### src/rtl/if_stage.sv
// Instruction-fetch stage: PC register, IF/ID pipeline register, stall/redirect
// handling, saturating fetch/flush counters and a sticky misaligned-target flag.
module if_stage #(
    parameter int unsigned     XLEN     = 64,
    parameter logic [XLEN-1:0] RESET_PC = '0,
    parameter logic [31:0]     NOP_INST = 32'h0000_0013,
    parameter int unsigned     CNT_W    = 32
) (
    input  logic             clk,
    input  logic             reset,
    input  logic             stall_if,
    input  logic             flush_if,
    input  logic [XLEN-1:0]  branch_target,
    output logic [XLEN-1:0]  imem_addr,
    input  logic [31:0]      imem_rdata,
    output logic [XLEN-1:0]  if_id_pc,
    output logic [XLEN-1:0]  if_id_pc4,
    output logic [31:0]      if_id_inst,
    output logic             if_id_valid,
    output logic             misalign_err,
    output logic [CNT_W-1:0] fetch_cnt,
    output logic [CNT_W-1:0] flush_cnt
);

    localparam logic [CNT_W-1:0] CNT_MAX = '1;

    logic [XLEN-1:0] pc;
    logic [XLEN-1:0] pc_plus4;
    logic [XLEN-1:0] redirect_pc;
    logic            target_misaligned;

    assign imem_addr         = pc;
    assign pc_plus4          = pc + XLEN'(4);
    assign redirect_pc       = {branch_target[XLEN-1:2], 2'b00};
    assign target_misaligned = (branch_target[1:0] != 2'b00);

    // PC and IF/ID register: reset > flush > stall > normal fetch
    always_ff @(posedge clk) begin
        if (reset) begin
            pc          <= RESET_PC;
            if_id_pc    <= '0;
            if_id_pc4   <= '0;
            if_id_inst  <= NOP_INST;
            if_id_valid <= 1'b0;
        end else if (flush_if) begin
            pc          <= redirect_pc;
            if_id_pc    <= '0;
            if_id_pc4   <= '0;
            if_id_inst  <= NOP_INST;
            if_id_valid <= 1'b0;
        end else if (!stall_if) begin
            pc          <= pc_plus4;
            if_id_pc    <= pc;
            if_id_pc4   <= pc_plus4;
            if_id_inst  <= imem_rdata;
            if_id_valid <= 1'b1;
        end
    end

    // Performance counters saturate rather than wrap
    always_ff @(posedge clk) begin
        if (reset) begin
            fetch_cnt <= '0;
            flush_cnt <= '0;
        end else if (flush_if) begin
            if (flush_cnt != CNT_MAX) begin
                flush_cnt <= flush_cnt + CNT_W'(1);
            end
        end else if (!stall_if) begin
            if (fetch_cnt != CNT_MAX) begin
                fetch_cnt <= fetch_cnt + CNT_W'(1);
            end
        end
    end

    // Misaligned redirect flag stays set until reset
    always_ff @(posedge clk) begin
        if (reset) begin
            misalign_err <= 1'b0;
        end else if (flush_if && target_misaligned) begin
            misalign_err <= 1'b1;
        end
    end

endmodule

### config.mk
export PLATFORM = sky130hd
export DESIGN_NAME = if_stage
export DESIGN_NICKNAME = d
export VERILOG_FILES = /design/src/rtl/if_stage.sv
export SDC_FILE = /design/constraint.sdc
export NUM_CORES = 1
export LEC_CHECK = 0
export BUFFER_PORTS_ARGS = -buffer_cell sky130_fd_sc_hd__buf_2
export CORE_ASPECT_RATIO = 1.1
export CORE_MARGIN = 4
export CORE_UTILIZATION = 40
export CTS_BUF_LIST = sky130_fd_sc_hd__clkbuf_8
export CTS_CLUSTER_DIAMETER = 150
export DETAILED_ROUTE_END_ITERATION = 8
export PLACE_DENSITY_LB_ADDON = 0.12
export SKIP_LAST_GASP = 1
export SLEW_MARGIN = 0
export SYNTH_ARGS = -nofsm -noshare
export SYNTH_HDL_FRONTEND = slang
export SYNTH_SLANG_ARGS = --single-unit
### constraint.sdc
create_clock -name clk -period 3 [get_ports clk]
set_input_delay 0.6 -clock clk [delete_from_list [all_inputs] [get_ports clk]]
set_output_delay 0.6 -clock clk [all_outputs]
set_load 0.1 [all_outputs]
==> impl_metrics.ini, run 1 <==
[outcome]
status = complete, no violations

[routing]
num_vias = 13800
viasPerCell = 5.58
first_pass_iters = 5
totalWireLength_um = 49100
drt-wirelength-per-cell_um = 19.8
drt_iter0_drc = 672
detail-route-antenna-nets = 0
remaining_drc_errors = 0

[place]
port_buffers = 383
place_hpwl_um = 35200
placedCellCount = 2398
globalplace.congestion = 0.879

[synthesis]
synthCells = 1655
syn_area_um2 = 13800
avgSynthCellArea_um2 = 8.33
yosysWarningCount = 0
ys.flop_type = dfxtp_1
netlist-cell-type-count = 57
ys_seq_area_share_pct = 41.2
ys_async_sr_fraction_pct = 0
synth_seq_cells = 284
synth_enable_flop_cells = 0

[cts]
htreeDepth = 2
cts_setup_buffers = 0
cts_resized = 0
clk_pin_slew_ns = 0.06
postCtsHoldBufs = 0
cts_tree = yes
root_buffer = clkbuf_8
numCtsBuffers = 49
clkLatencyLatePin_ns = 0.60
clkSinkCount = 284
cts_buffer_depth = 3

[pwr]
p_leak_nw = 7.15
power_mw = 9.25
vdd_drop_max_uv = 375
p_per_area_nw_per_um2 = 538

[worst_setup_path]
rr_startpoint = imem_addr[2]
reg2reg_depth = 8
rr_endpoint = imem_addr[42]
cp-startpoint = imem_addr[2]
worstPathMaxFanout = 9
criticalPathCategory = flop to flop
crit_chain = ha_1, nand3_1, buf_4, nor4_2, buf_4, nand2_1, or4_1, a311oi_1
crit_path_end_kind = flop
slowest_stage = a311oi_1
crit_end = imem_addr[42]
critPathRequiredTime_ns = 3.43
cp_common_cell = buf_4
cpPeakStageDelay_ns = 0.52
arrival_ns = 3.15
startpoint_type = flop
ff2ff_setup_slack_ns = 0.28

[global_route]
grt_pass1_vias = 13400
grt_first_pass_wirelength_um = 75400
grt_start_max_net_pins = 88
gr-total-overflow = 0
antenna_found_initial = 12
grtUsageTotal_pct = 25.0

[finish]
fin_util_pct = 50.4
regArea_um2 = 5710
area_growth_pct = 24.7
fin_cells = 2483
fillers = 3430
multi_input_area_um2 = 7390
nNetsFinal = 2114
drive_gt1_share_pct = 27.8

[timing]
relSlewSlack_pct = 58.2
fin_crit_sh_pct = 90.7
fmax_ghz = 0.367
rsz0062_at_grt = false
finalHoldWorstSlack_ns = 0.215
period_needed_ns = 2.72
worst_slew_pin_slew_ns = 0.625
finalSetupTns_ns = 0
final_hold_viol_count = 0
final.setup_skew_ns = 0.0189
drv_slew = 0
setup_violations = 0

[min_path]
hp-class = input port to flop
min_from = imem_rdata[4]

[die]
start_util_pct = 40.4
core_um2 = 34100
die_y_um = 203
dieArea_um2 = 37500
io_pins = 390
rows = 71
die_w_um = 185

[run]
max-cap-violations = 0
## final cells by class
cell class	instances	share of cell area, %
inverters	23	0.509
clock buffers	61	4.88
repair buffers	458	14.7
diodes	4	0.0582
multi-input cells	1195	43.0
flip-flops and latches	284	33.2
well taps	438	3.19
clock inverters	20	0.444
## kinds of logic (layout without fill, tap and decap cells)
logic type               count (synthesis)  count (layout)  synth area share, %
AND/OR/NAND/NOR                        689             689                 26.0
adder cells (fa/ha/maj)                  3               3                0.272
buffers and inverters                  181             562                 5.41
flip-flops                             284             284                 41.2
multiplexers                           108             108                 7.92
XOR/XNOR                                96              96                 6.10
AO/OA/AOI/OAI                          293             293                 13.0
other                                    1              10               0.0272
## Yosys cell counts (3+ instances only)
library cell	n	area share (%)
dfxtp_1	284	41
nor2_1	206	5.6
clkbuf_1	110	3.0
nand2_1	109	3.0
a21oi_1	100	3.6
mux2i_1	99	7.2
xnor2_1	79	5.0
o21ai_0	74	2.7
nand4_1	56	2.5
nor4_1	56	2.5
nand3_1	50	1.8
nor3_1	46	1.7
a211oi_1	41	2.2
or4_1	40	2.2
or3_1	32	1.5
buf_2	23	0.83
o31ai_1	23	1.3
inv_1	22	0.60
and3_1	21	0.95
and4_1	21	1.3
xor2_1	17	1.1
nor2b_1	16	0.73
buf_1	15	0.41
a31oi_1	11	0.50
buf_4	10	0.54
a311oi_1	9	0.57
mux2_2	9	0.74
nor3b_1	9	0.49
a2111oi_0	8	0.51
o211ai_1	8	0.44
or2_2	5	0.23
and2_1	4	0.18
nand2b_1	4	0.18
a21o_1	3	0.16
a32oi_1	3	0.19
ha_1	3	0.27
nand3b_1	3	0.16
nor4_2	3	0.27
o21a_1	3	0.16
## per-layer routing
layer  vias up  wire [µm]  global-route usage (%)
li1       6657          -                       -
met1      6525      20000                    31.2
met2       522      22900                    40.9
met3       124       4300                    7.45
met4        16       1830                    9.41
met5         -        113                       0
## power by group
part	switching, mW	internal (mW)
Combinational	1.45	0.369
Clock	1.58	1.80
Sequential	0.144	3.91
Total	3.17	6.08
## critical path, delay by kind of cell, from the launching register on
family          cells  cell delay, ns
simple gates        4            1.02
compound gates      1            0.52
buf+inv             2            0.40
flops               1            0.39
fa+ha+maj           1            0.24
## flip-flops by register name (all words and copies together) (netlist names)
signal        count
flush_cnt        32
if_id_valid       1
if_id_inst       32
if_id_pc         62
fetch_cnt        32
if_id_pc4        62
imem_addr        62
misalign_err      1
## worst min path at each step
stage                         end  cells past startpoint
floorplan           if_id_inst[0]                      2
global placement      if_id_valid                      1
detailed placement   misalign_err                      2
CTS                 if_id_inst[4]                      3
global route        if_id_inst[0]                      3
finish              if_id_inst[4]                      3
## layout by cell type, fill, tap and decap left out, types with 55 or more instances in the layout
cell / count
xnor2_1: 79
nand2_1: 109
buf_4: 73
buf_2: 381
a21oi_1: 100
nand4_1: 56
clkbuf_8: 62
nor4_1: 55
o21ai_0: 74
dfxtp_1: 263
mux2i_1: 99
nor2_1: 205
## metrics by stage
stage,worst slack (ns),area [µm²]
4_1_cts,0.242,17200
5_1_grt,0.186,17200
2_1_floorplan,0.0240,13800
3_3_place_gp,0.295,16300
3_5_place_dp,0.258,16300
6_report,0.279,17200
Note: power is estimated with default switching activity, not from simulation.
==> inputs of run 2 (changes only) <==
==> constraint.sdc (replaced) <==
create_clock -name clk -period 3 [get_ports clk]
set_input_delay 0.75 -clock clk [delete_from_list [all_inputs] [get_ports clk]]
set_output_delay 0.75 -clock clk [all_outputs]
set_load 0.1 [all_outputs]
==> impl_metrics.ini, run 2 (synthesized netlist as in run 1, its figures left out) <==
[die]
die_w_um = 185
start_util_pct = 40.4
dieArea_um2 = 37500
io_pins = 390
core_um2 = 34100
die_y_um = 203
rows = 71

[routing]
first_pass_iters = 5
drt_iter0_drc = 825
viasPerCell = 5.58
remaining_drc_errors = 0
num_vias = 13900
detail-route-antenna-nets = 0
totalWireLength_um = 49100
drt-wirelength-per-cell_um = 19.7

[cts]
numCtsBuffers = 49
postCtsHoldBufs = 0
cts_tree = yes
clkLatencyLatePin_ns = 0.59
cts_buffer_depth = 3
htreeDepth = 2
cts_setup_buffers = 0
cts_resized = 0
clkSinkCount = 284
root_buffer = clkbuf_8
clk_pin_slew_ns = 0.06

[min_path]
min_from = imem_rdata[1]
hp-class = input port to flop

[finish]
final_cell_mix = buf_2, dfxtp_1, nor2_1
nNetsFinal = 2114
drive_gt1_share_pct = 27.8
area_growth_pct = 24.7
fillers = 3438
layout_commonest_cell = buf_2

[worst_setup_path]
crit_path_end_kind = flop
startpoint_type = flop
criticalPathCategory = flop to flop
worstPathMaxFanout = 12
arrival_ns = 3.19
cp-startpoint = imem_addr[2]
critPathRequiredTime_ns = 3.50
rr_startpoint = imem_addr[2]

[global_route]
grt_start_max_net_pins = 59
grt_first_pass_wirelength_um = 76000
grt_pass1_vias = 13400
gr-total-overflow = 0
grtUsageTotal_pct = 25.1
antenna_found_initial = 11

[pwr]
p_leak_nw = 7.15
vdd_drop_max_uv = 322
p_per_area_nw_per_um2 = 541

[timing]
fin_ws_ns = 0.309
final.setup_skew_ns = 0.0229
finalSetupTns_ns = 0
rsz0062_at_grt = false
drv_slew = 0
relSlewSlack_pct = 48.9
period_needed_ns = 2.69
final_hold_viol_count = 0
setup_violations = 0
fmax_ghz = 0.372
worst_slew_pin_slew_ns = 0.767
fin_crit_sh_pct = 89.7

[place]
port_buffers = 383
dp_slack_ns = 0.329
place_hpwl_um = 35300
globalplace.congestion = 0.839

[outcome]
status = complete, no violations

[run]
max-cap-violations = 0
## run 2: cell types whose count changed in the layout (fill, tap and decap cells not counted)
cell,previous run,this run
buf_12,3,2
buf_4,73,74
bufinv_16,0,1
clkbuf_8,62,59
clkinvlp_4,0,2
diode_2,4,5
inv_1,39,41
## run 2: final timing paths
check	to	slack, ns	cells after the start
setup / recovery	imem_addr[26]	0.31	7
hold / removal	if_id_inst[1]	0.39	3
setup reg to reg	imem_addr[26]	0.31	7
hold reg to reg	if_id_valid	0.45	1
## run 2: power breakdown
| part | leakage (nW) | switching [mW] | internal (mW) | total, mW |
|---|---|---|---|---|
| Clock | 0.547 | 1.62 | 1.82 | 3.44 |
| Sequential | 2.32 | 0.148 | 3.91 | 4.05 |
| Combinational | 4.28 | 1.44 | 0.371 | 1.81 |
| Total | 7.15 | 3.21 | 6.10 | 9.30 |
## run 2: area by class of cell
type | count | area, µm² | area share, %
multi-input combinational | 1195 | 7390 | 43.0
sequential | 284 | 5710 | 33.2
timing repair buffer | 458 | 2520 | 14.6
clock buffer | 58 | 798 | 4.64
tap | 438 | 548 | 3.19
clock inverter | 25 | 129 | 0.750
inverter | 23 | 87.6 | 0.509
antenna | 5 | 12.5 | 0.0728
## run 2: routing by layer
layer,vias up,track usage [%],routed length (µm)
met3,111,7.29,4050
met1,6582,31.0,20100
li1,6676,-,-
met5,-,0,97
met2,497,41.5,23200
met4,14,8.97,1640
## run 2: stage by stage
stage	hold slack (ns)	instance area (µm²)	cells	utilization (%)	power, mW
6_report	0.388	17200	2486	50.4	9.30
5_1_grt	0.370	17200	2484	50.4	9.69
4_1_cts	0.337	17200	2481	50.4	9.40
3_5_place_dp	0.439	16300	2398	47.6	5.94
3_3_place_gp	0.433	16300	2398	47.6	5.93
2_1_floorplan	0.782	13800	1660	-	5.53
## run 2: critical path: stages, from the launching register on
cell and delay, ns:
dfxtp_2 0.39, ha_1 0.24, nand3_1 0.17, or4_1 0.85, buf_4 0.28, nor4_1 0.33
xnor2_1 0.12, a211oi_1 0.25
